===== src/rtl/logic_unit_pipe.sv =====
// logic_unit_pipe: a bitwise logic unit with eight operations on two W-bit
// operands. The result passes through STAGES register stages under a
// valid/ready handshake with a single global stall. Zero and all-ones flags
// travel with the result. A wrapping counter counts completed output beats.
module logic_unit_pipe #(
  parameter int W      = 8,
  parameter int STAGES = 2,
  parameter int CW     = 16
) (
  input  logic          clk,
  input  logic          rst_n,
  input  logic          in_valid,
  output logic          in_ready,
  input  logic [W-1:0]  in_a,
  input  logic [W-1:0]  in_b,
  input  logic [2:0]    in_op,
  output logic          out_valid,
  input  logic          out_ready,
  output logic [W-1:0]  out,
  output logic          out_zero,
  output logic          out_ones,
  output logic [CW-1:0] txn_count
);

  logic [W-1:0]  func_result;
  logic [W-1:0]  flag_src;
  logic          advance;
  logic [STAGES-1:0] valid_reg;
  logic [W-1:0]  data_reg [STAGES];
  logic          zero_reg;
  logic          ones_reg;
  logic [CW-1:0] txn_count_reg;

  // Any output stall freezes the whole pipe. Empty interior stages are not
  // collapsed, so in_ready depends only on the output side.
  assign advance  = !valid_reg[STAGES-1] || out_ready;
  assign in_ready = advance;

  // Operation select applied at the input, before the first register
  always_comb begin
    func_result = '0;
    case (in_op)
      3'b000:  func_result = in_a & in_b;
      3'b001:  func_result = in_a | in_b;
      3'b010:  func_result = in_a ^ in_b;
      3'b011:  func_result = ~(in_a & in_b);
      3'b100:  func_result = ~(in_a | in_b);
      3'b101:  func_result = ~(in_a ^ in_b);
      3'b110:  func_result = ~in_a;
      default: func_result = in_a;
    endcase
  end

  // First stage captures the input beat (a bubble when in_valid is low)
  always_ff @(posedge clk) begin
    if (!rst_n) begin
      valid_reg[0] <= 1'b0;
      data_reg[0]  <= '0;
    end else if (advance) begin
      valid_reg[0] <= in_valid;
      data_reg[0]  <= func_result;
    end
  end

  // Remaining stages shift from their predecessor together on advance
  for (genvar gi = 1; gi < STAGES; gi++) begin : g_stage
    always_ff @(posedge clk) begin
      if (!rst_n) begin
        valid_reg[gi] <= 1'b0;
        data_reg[gi]  <= '0;
      end else if (advance) begin
        valid_reg[gi] <= valid_reg[gi-1];
        data_reg[gi]  <= data_reg[gi-1];
      end
    end
  end

  // The flags are computed from whatever enters the last stage
  if (STAGES == 1) begin : g_flag_direct
    assign flag_src = func_result;
  end else begin : g_flag_staged
    assign flag_src = data_reg[STAGES-2];
  end

  // The flags are registered alongside the last-stage data so they stay aligned
  always_ff @(posedge clk) begin
    if (!rst_n) begin
      zero_reg <= 1'b0;
      ones_reg <= 1'b0;
    end else if (advance) begin
      zero_reg <= (flag_src == '0);
      ones_reg <= (flag_src == '1);
    end
  end

  // Count completed output handshakes, wrapping naturally
  always_ff @(posedge clk) begin
    if (!rst_n) begin
      txn_count_reg <= '0;
    end else if (valid_reg[STAGES-1] && out_ready) begin
      txn_count_reg <= txn_count_reg + CW'(1);
    end
  end

  assign out_valid = valid_reg[STAGES-1];
  assign out       = data_reg[STAGES-1];
  assign out_zero  = zero_reg;
  assign out_ones  = ones_reg;
  assign txn_count = txn_count_reg;

endmodule


===== config.mk =====
export PLATFORM = sky130hd
export DESIGN_NAME = logic_unit_pipe
export DESIGN_NICKNAME = d
export VERILOG_FILES = /design/src/rtl/logic_unit_pipe.sv
export SDC_FILE = /design/constraint.sdc
export NUM_CORES = 1
export LEC_CHECK = 0
export CORE_MARGIN = 2
export CORE_UTILIZATION = 50
export CTS_BUF_LIST = sky130_fd_sc_hd__clkbuf_4 sky130_fd_sc_hd__clkbuf_8 sky130_fd_sc_hd__clkbuf_16
export DETAILED_ROUTE_END_ITERATION = 10
export PLACE_DENSITY = 0.79
export SKIP_CTS_REPAIR_TIMING = 1
export SLEW_MARGIN = 25
export SYNTH_ARGS = -nofsm -noshare
export SYNTH_HDL_FRONTEND = slang
export SYNTH_SLANG_ARGS = --single-unit

===== constraint.sdc =====
create_clock -name clk -period 1.8 [get_ports clk]
set_clock_uncertainty 0.15 [all_clocks]
set_input_delay 0.36 -clock clk [delete_from_list [all_inputs] [get_ports clk]]
set_output_delay 0.36 -clock clk [all_outputs]
set_load 0.01 [all_outputs]

Word-level counts from Yosys, hierarchy flattened
Memory sizes are Yosys's and may differ from the RTL's.
Cells that the tools add are included.
Widths: inputs -> output; s select.
{"block": "word_totals", "ff_bits": 20, "ramBits": 16, "in_bits": 23, "output_inout_bits": 28, "word_cells": 35, "memories": 1}
{"name": "data_reg", "words": 2, "word_bits": 8, "rd": 2, "rd_ports_with_merged_regs": 0, "write_ports": 2, "line": "29", "rtl": "logic [W-1:0] data_reg [STAGES];"}
{"block": "classes", "n_addsub": 1, "eq_ne": 7, "mux": 7, "bitwise": 9, "reduce_logical": 5}
{"cell": "$pmux 8 s7", "n": 1}
{"cell": "$not 8->8", "n": 4}
{"cell": "$add 16x1->16 const B", "n": 1}
{"cell": "$mux 8", "n": 2}
{"cell": "$eq 3x3->1 const B", "n": 3}
{"cell": "$and 8x8->8", "n": 1}
{"cell": "$eq 8x8->1 const B", "n": 1}
{"cell": "$logic_not 8->1", "n": 1}
{"cell": "$or 8x8->8", "n": 1}
{"cell": "$xor 8x8->8", "n": 1}
{"cell": "$eq 3x2->1 const B", "n": 2}
{"cell": "$mux 1", "n": 4}
{"cell": "$eq 3x1->1 const B", "n": 1}
{"cell": "$logic_not 3->1", "n": 1}
{"cell": "$or 1x1->1", "n": 2}
{"cell": "$logic_and 1x1->1", "n": 1}
{"cell": "$logic_not 1->1", "n": 1}
{"cell": "$logic_or 1x1->1", "n": 1}

Depth between registers and ports, before layout
Gate-level depths: netlist of the first run.
{"block": "logic_depth", "ltp_word": 6, "ltp_mapped": 6, "ltp_nobuf": 6}

Least setup slack after synthesis of the first run
No wires, ideal clock.
{"block": "synth_path", "path_type": "register -> register", "from": "reg txn_count_reg[4], in the netlist txn_count[4]", "to": "reg txn_count_reg[13], in the netlist txn_count[13]", "setup_ns": 0.072, "arrival_time_ns": 1.451, "required_ns": 1.578, "setup_slack_ns": 0.127, "stages_incl_launch_ff": 5, "n_path_buf": 0, "period_less_slack_ns": 1.673, "cell_sequence": "dfxtp_1 -> nand4_4 -> or3_4 -> or3_1 -> a21oi_1"}
{"block": "synth_via", "elab_chain_cells": 1}
{"element": "start, declared", "line": "32", "rtl": "logic [CW-1:0] txn_count_reg;"}
{"element": "start signal, assigned", "line": "101", "rtl": "txn_count_reg <= txn_count_reg + CW'(1);"}
{"element": "$add 16x1->16", "line": "101"}
No other way between the ends.
A chain may end at the register's enable or synchronous reset.

Worst setup path in the final report of the first run
{"block": "layout_path", "from": "reg txn_count_reg[2], in the netlist txn_count[2]", "to": "out txn_count[2]"}
{"element": "end, declared", "line": "22", "rtl": "output logic [CW-1:0] txn_count"}
No word-level cell between the ends.

==> reports/results.txt, run 1 <==
Status: finished clean
Register-to-Register Path Depth: 4
Clock Path Buffers: 2
Capturing point of the worst reg2reg path: txn_count[15]
Synth Warn #: 0
Worst hold start: valid_reg[0]
Share of total power in sequential cells: 47.6%
Die Span Y: 71.2 um
Clock Power Share: 30.7%
Antenna violations before repair: 0
Cell count after synthesis: 268
Initial DRC count: 163
Largest net degree at the start of global routing: 19
Antenna cells: 0
Worst setup EP type: primary output
Post-synth EDFFs: 16
Vias: 2296
GPL Wtd Cong: 0.861
Max VDD drop: 306 uV
Post-route cell area: 3350 um^2
WHS Endpoint: valid_reg[0]
Share of post-route cells with drive strength above 1: 23.7%
Synth Flop Type: dfxtp_1
Slowest CP cell: clkdlybuf4s50_1
Reg-to-reg slack, setup: 0.11 ns
Power density over cell area: 579 nW/um^2
Launching point of the worst reg2reg path: txn_count[9]
Grt ovf: 0
Std-Cell Rows: 24
H-tree depth: 2
Total track usage: 22.4%
Drt wl/cell: 14.2 um
Number of clock sinks: 36
Syn nets: 308
Area Growth Syn to Fin: 48.3%
Sequential area share after synthesis: 39.0%
CORE AREA: 4350 um^2
Root Driver: clkbuf_8
Min Tclk post-route: 1.75 ns
Total Wirelength: 5800 um
DP Area: 3090 um^2
Ys async rst share: 0%
Synthesized area: 2260 um^2
Initial Util: 51.9%
Post-route DRC: 0
Hpwl dp: 4090 um
Max Transition Viols Final: 0
Crit path max fanout: 4
CP max stage delay: 0.55 ns
Final setup fails: 0
First-pass GRT wire length: 8980 um
Worst-Margin Slew: 0.369 ns
Achievable Freq: 571 MHz
DR vias/cell: 5.64
Critical path's top delay family: buffers and inverters
Layout net count: 394
Register bit total from synthesis: 36
CTS tree: built
Crit Path Category: flop to primary output
Final Hold Vio Count: 0
Vias in the first global route: 2043
Hold Crit Depth: 2
Clock transition at the registers of the reported paths: 0.08 ns
DRT antenna net count: 0
Final core utilization: 77.0%
CP bufs+invs: 1
Skew-Pair Late Insertion Delay: 0.30 ns
Chip Width: 71.2 um
CP Launch Type: flop
Worst-path cell chain: clkdlybuf4s50_1
Post-synth cell types: 38
Synthesized area per cell: 8.44 um^2
Part of the total power dissipated in combinational logic: 21.8%
TritonRoute pass-1 iters: 4
Slew headroom: 75.3%
Top Ports: 51
Worst EP required: 1.29 ns
Sw Pwr: 514 uW
Switching Share: 26.5%
Internal Power: 1430 uW
# port buffers: 50
Hold crit path type: flop to flop
Max Cap Viol: 0
Die footprint: 5080 um^2
Crit share post-route: 97.3%
LEAKAGE: 0.00151 uW
Worst path arrival time: 1.24 ns
CTS buffer count: 5
## synth_stat cells, drive strengths merged, types with 9 or more instances
library cell,count,area share [%]
edfxtp,16,21
inv,20,3.3
xnor2,9,3.5
o21ai,14,3.1
ha,17,9.4
a21oi,15,3.3
nand3,10,2.2
nand2,24,4.0
clkbuf,9,1.5
dfxtp,20,18
nor2,30,5.0
## final cells by class
class                   instances  area, um^2
multi-input cells             198        1350
fillers                       300        1000
flip-flops and latches         36         893
repair buffers                 92         872
clock buffers                   6        82.6
inverters                      21        82.6
well taps                      52        65.1
clock inverters                 2        10.0
## power by group through the flow
stage	Sequential, uW	Combinational, uW	Clock [uW]
after floorplan	944	178	0
after global placement	938	372	0
after detailed placement	941	385	0
after CTS	923	388	600
after global routing	929	462	629
final	923	422	596
## how the worst max path moves through the flow
stage,from,slack (ns),end,cells past startpoint
after floorplan,txn_count[4],0.13,txn_count[13],4
after global placement,in_a[2],-0.35,data_reg[0][2],7
after detailed placement,in_a[5],-0.40,data_reg[0][5],7
after CTS,out_ready,-0.30,in_ready,4
after global routing,in_a[1],-0.02,data_reg[0][1],6
final,txn_count[2],0.05,txn_count[2],1
## metal layers
| layer | track usage [%] | vias up | share of wire, % |
|---|---|---|---|
| met1 | 28.3 | 1051 | 41 |
| met5 | 0 | - | 0 |
| met4 | 10.9 | 0 | 2.8 |
| li1 | - | 1126 | - |
| met3 | 3.66 | 19 | 6.5 |
| met2 | 37.1 | 100 | 50 |
## placed cells by master, fill, tap and decap left out, drive strengths merged, types with 2 or more instances in the layout
cell type	Yosys	layout
buf	4	42
clkdlybuf4s50	0	33
nor2	30	30
nand2	24	24
dfxtp	20	20
inv	20	19
dlymetal6s2s	0	17
ha	17	17
edfxtp	16	16
a21oi	15	15
o21ai	14	14
nand3	10	10
xnor2	9	9
and3	8	8
o221ai	8	8
nor3	7	7
a31oi	6	6
clkbuf	9	6
or3	6	6
nor4	6	6
nor2b	5	5
nand4	5	5
nand2b	4	4
or2	3	3
o211ai	3	3
a21o	3	3
clkinv	1	3
o2111ai	2	2
xor2	2	2
o22ai	2	2
o21a	2	2
a211oi	2	2
## cells by family (layout without fill, tap and decap cells)
logic type | Yosys count | count (layout) | synth area share, %
xor gates and xnor gates | 11 | 11 | 4.26
muxes | 1 | 1 | 0.443
AOI/OAI and AO/OA | 60 | 60 | 17.0
buffers and inverters | 34 | 121 | 5.76
DFF | 36 | 36 | 39.0
and+or+nand+nor | 109 | 109 | 24.2
adders and majority gates | 17 | 17 | 9.41
## per-stage QoR
stage               total power (uW)  setup WS [ns]  hold slack [ns]  setup TNS [ns]  cells
floorplan                       1120          0.127            0.282               0    268
global placement                1310         -0.347            0.294           -5.53    397
detailed placement              1330         -0.400            0.298           -6.37    397
CTS                             1910         -0.299            0.308          -0.771    405
global route                    2020        -0.0198            0.348         -0.0198    407
finish                          1940         0.0479            0.313               0    407
Note: power is estimated with default switching activity, not from simulation.
==> inputs of run 2 (changes only) <==
CORE_ASPECT_RATIO = 0.9   (was default)
==> run 2 against run 1 <==
Against the previous run: register-to-register slack better by 0.03 ns; sequential share of layout area down 0.78 points; clock power up 7.7%; sequential power about the same; utilization up 1.1 points; highest routed layer unchanged; die area about the same; critical path depth unchanged.
==> reports/results.txt, run 2 (same netlist as run 1, synthesis figures left out) <==
Post-route DRC: 0 (unchanged)
Antenna violations before repair: 0 (unchanged)
Reg-to-reg slack, setup: 0.14 ns (+0.03 ns)
Number of clock sinks: 36 (unchanged)
GPL Wtd Cong: 0.790 (-8.3%)
Vias in the first global route: 2068 (+1.2%)
Antenna cells: 0 (unchanged)
LEAKAGE: 0.00171 uW (+14%)
H-tree depth: 2 (unchanged)
Area Growth Syn to Fin: 52.1%
Crit share post-route: 97.0% (-0.33 points)
Worst-path cell chain: clkdlybuf4s50_1
Critical path's top delay family: buffers and inverters
DRT antenna net count: 0 (unchanged)
RSZ-0062 raised after global routing: no
Achievable Freq: 573 MHz (+0.34%)
Worst hold start: out_zero
Die Span Y: 67.8 um (-4.8%)
Total track usage: 23.8% (+1.5 points)
Std-Cell Rows: 23 (-4.2%)
TritonRoute pass-1 iters: 4 (unchanged)
Min Tclk post-route: 1.75 ns (-0.00598 ns)
Worst EP required: 1.29 ns (about the same)
First-pass GRT wire length: 9230 um (+2.8%)
Hold Crit Depth: 2 (unchanged)
Share of post-route cells with drive strength above 1: 23.0% (-0.67 points)
CTS buffer count: 5 (unchanged)
# port buffers: 50 (unchanged)
Worst setup EP type: primary output
CP Launch Type: flop
Most frequent cells in the layout: buf_4, nor2_1, dlymetal6s2s_1
Pwr Total: 2000 uW (+2.9%)
Worst path arrival time: 1.24 ns (about the same)
Power density over cell area: 581 nW/um^2 (+0.35%)
Setup TNS Final: 0 ns (unchanged)
Total Wirelength: 6020 um (+3.7%)
Initial DRC count: 136 (-17%)
CP bufs+invs: 1 (unchanged)
Initial Util: 51.3% (-0.58 points)
Max VDD drop: 330 uV (+7.6%)
Hpwl dp: 4240 um (+3.8%)
Hold slack final: 0.309 ns (-0.00316 ns)
Max Cap Viol: 0 (unchanged)
Slew headroom: 78.6% (+3.2 points)
Root Driver: clkbuf_8
Launching point of the worst reg2reg path: txn_count[0]
DR vias/cell: 5.49 (-2.7%)
CP max stage delay: 0.56 ns (about the same)
Max Transition Viols Final: 0 (unchanged)
Die footprint: 5080 um^2 (about the same)
CORE AREA: 4400 um^2 (+1.1%)
Largest net degree at the start of global routing: 19 (unchanged)
Post-route cell area: 3440 um^2 (+2.6%)
Commonest non-fill, non-tap cell in the layout: buf_4
Capturing point of the worst reg2reg path: txn_count[13]
Status: finished clean
Drt wl/cell: 14.2 um (-0.20%)
DP Area: 3140 um^2 (+1.8%)
WHS Endpoint: out_zero
Chip Width: 74.9 um (+5.1%)
Register-to-Register Path Depth: 5 (+1)
Crit Path Category: flop to primary output
Skew-Pair Late Insertion Delay: 0.29 ns (about the same)
Vias: 2322 (+1.1%)
Layout net count: 400 (+1.5%)
Worst-Margin Slew: 0.318 ns (-0.0505 ns)
Clock Path Buffers: 2 (unchanged)
Grt ovf: 0 (unchanged)
Slowest CP cell: clkdlybuf4s50_1
Top Ports: 51 (unchanged)
Final core utilization: 78.1% (+1.1 points)
Crit path max fanout: 4 (unchanged)
Final setup fails: 0 (unchanged)
Final Hold Vio Count: 0 (unchanged)
Clock transition at the registers of the reported paths: 0.07 ns (about the same)
CTS tree: built
Hold crit path type: flop to flop
## run 2: worst max-delay path by stage
stage                            start             end  slack, ns  depth (start not counted)
after floorplan           txn_count[4]   txn_count[13]       0.13                          4
after global placement         in_a[5]  data_reg[0][5]      -0.35                          7
after detailed placement       in_a[2]  data_reg[0][2]      -0.42                          7
after CTS                    out_ready        in_ready      -0.30                          4
after global routing           in_a[1]  data_reg[0][1]      0.005                          6
final                     txn_count[2]    txn_count[2]       0.05                          1
## run 2: power breakdown
part           switching [uW]  internal [uW]  total (uW)
logic                     203            230         434
registers                23.9            898         922
clock network             278            364         642
## run 2: layout make-up
class                           instances  area (um^2)
Clock buffer                            8          104
Fill cell                             281          965
Inverter                               21         82.6
Multi-Input combinational cell        198         1320
Sequential cell                        36          890
Tap cell                               62         77.6
Timing Repair Buffer                   98          961
## run 2: metrics by stage
step                      cells  setup WS [ns]
after global routing        423        0.00524
after CTS                   419         -0.305
after detailed placement    411         -0.424
final                       423         0.0538
after floorplan             268          0.127
after global placement      411         -0.354
## run 2: layer usage
layer  wire, um  vias up  track usage [%]  part of all wire [%]
met5          0        -                0                     0
met1       2610     1072             30.7                    43
met2       2870      108             40.2                    48
met3        454        7             4.48                   7.5
li1           -     1135                -                     -
met4         81        0             7.59                   1.3
==> inputs of run 3 (changes only) <==
--- a/config.mk
+++ b/config.mk
@@ -12,2 +12,3 @@
 export DETAILED_ROUTE_END_ITERATION = 10
+export GPL_ROUTABILITY_DRIVEN = 1
 export PLACE_DENSITY = 0.79
==> constraint.sdc (replaced) <==
create_clock -name clk -period 1.8 [get_ports clk]
set_clock_uncertainty 0.15 [all_clocks]
set_input_delay 0.54 -clock clk [delete_from_list [all_inputs] [get_ports clk]]
set_output_delay 0.54 -clock clk [all_outputs]
set_load 0.01 [all_outputs]
==> run 3 against run 2 <==
Against the previous run: combinational power fell by 0.9%; cell area rose by 2.3%; flip-flop and latch count did not move; first-iteration DRC count rose by 30%; count of clock-buffer cells in the layout fell by 1; register-to-register slack got worse by 0.03 ns; critical path type is now input port to flop; largest cell class unchanged; highest routed layer unchanged.
==> reports/results.txt, run 3 (same netlist as run 1, synthesis figures left out) <==
Vias: 2236 (-3.7%)
Share of post-route cells with drive strength above 1: 26.6% (+3.6 points)
Number of clock sinks: 36 (unchanged)
Sequential cell area: 886 um^2 (-0.42%)
DRT antenna net count: 0 (unchanged)
Initial DRC count: 177 (+30%)
CTS tree: built
Non-Filler Instances: 423 (unchanged)
Hold crit path type: flop to flop
Die Span Y: 67.8 um (unchanged)
Hpwl dp: 4130 um (-2.5%)
Area Growth Syn to Fin: 55.6%
DR vias/cell: 5.29 (-3.7%)
Crit Path Category: input port to flop
Total Wirelength: 5880 um (-2.3%)
Post-route DRC: 0 (unchanged)
Area of the multi-input gates: 1400 um^2 (+5.9%)
LEAKAGE: 0.00202 uW (+18%)
Pwr Total: 1960 uW (-1.8%)
Final Hold Vio Count: 0 (unchanged)
Final setup fails: 0 (unchanged)
Worst path arrival time: 1.75 ns (+0.51 ns)
Min Tclk post-route: 1.75 ns (+0.00424 ns)
# port buffers: 50 (unchanged)
Vias in the first global route: 2025 (-2.1%)
Grt ovf: 0 (unchanged)
Root Driver: clkbuf_8
Clock transition at the registers of the reported paths: 0.07 ns (about the same)
Clock Path Buffers: 2 (unchanged)
Total track usage: 23.3% (-0.54 points)
Initial Util: 51.3% (unchanged)
Die footprint: 5080 um^2 (unchanged)
CORE AREA: 4400 um^2 (unchanged)
Crit path max fanout: 3 (-1)
Fillcell total: 285 (+1.4%)
Worst EP required: 1.80 ns (+0.51 ns)
Antenna violations before repair: 0 (unchanged)
Worst setup EP type: flop
GPL Wtd Cong: 0.880 (+11%)
Setup TNS Final: 0 ns (unchanged)
Worst-Margin Slew: 0.340 ns (+0.0214 ns)
Cell count after placement: 415 (+0.97%)
Achievable Freq: 571 MHz (-0.24%)
First-pass GRT wire length: 9130 um (-1.1%)
Drt wl/cell: 13.9 um (-2.3%)
Largest net degree at the start of global routing: 19 (unchanged)
Antenna cells: 0 (unchanged)
H-tree depth: 2 (unchanged)
Power density over cell area: 558 nW/um^2 (-4.0%)
TritonRoute pass-1 iters: 4 (unchanged)
Top Ports: 51 (unchanged)
Crit share post-route: 97.2% (+0.24 points)
Chip Width: 74.9 um (unchanged)
Layout net count: 400 (unchanged)
Status: finished clean
Max Cap Viol: 0 (unchanged)
Std-Cell Rows: 23 (unchanged)
Max Transition Viols Final: 0 (unchanged)
Max VDD drop: 304 uV (-7.8%)
CTS buffer count: 5 (unchanged)
Skew-Pair Late Insertion Delay: 0.29 ns (about the same)
CP Launch Type: input port
Slew headroom: 77.1% (-1.4 points)
Most frequent cells in the layout: dlymetal6s2s_1, buf_4, nor2_1
## run 3: critical path, stage by stage
cell and delay, ns:
dlymetal6s2s_1 0.17, buf_4 0.16, ha_1 0.21, or3_1 0.38
a21o_1 0.17, a21oi_2 0.12
## run 3: path summary, 6_finish.rpt
kind	slack, ns	from	to	cells after the start
setup reg to reg	0.11	txn_count[7]	txn_count[13]	4
setup / recovery	0.05	in_a[6]	data_reg[0][6]	6
hold reg to reg	0.31	out_zero	out_zero	2
hold / removal	0.31	out_zero	out_zero	2
## run 3: metrics by stage
step                      worst slack [ns]  area, um^2  util [%]  hold slack (ns)
after global routing               -0.0104        3520      79.9            0.334
after floorplan                    0.00226        2260         -            0.282
after detailed placement            -0.628        3150      71.5            0.304
after CTS                           -0.636        3240      73.7            0.314
final                               0.0496        3520      79.9            0.307
after global placement              -0.624        3150      71.5            0.290
## run 3: area by class of cell
class,count,area share (%)
Inverter,21,2.24
Clock inverter,1,0.178
Tap cell,62,2.21
Multi-Input combinational cell,198,39.8
Clock buffer,7,2.56
Timing Repair Buffer,98,27.8
Sequential cell,36,25.2
## run 3: routing by layer
| layer | global-route usage [%] | vias to the layer above | share of wire, % |
|---|---|---|---|
| met5 | 0 | - | 0 |
| met4 | 7.37 | 0 | 1.1 |
| met3 | 4.18 | 6 | 5.0 |
| met2 | 36.6 | 63 | 49 |
| met1 | 32.4 | 1033 | 45 |
| li1 | - | 1134 | - |
## run 3: power breakdown
part           internal, uW  switching, uW
Clock                   327            285
Combinational           226            205
Sequential              898           21.3
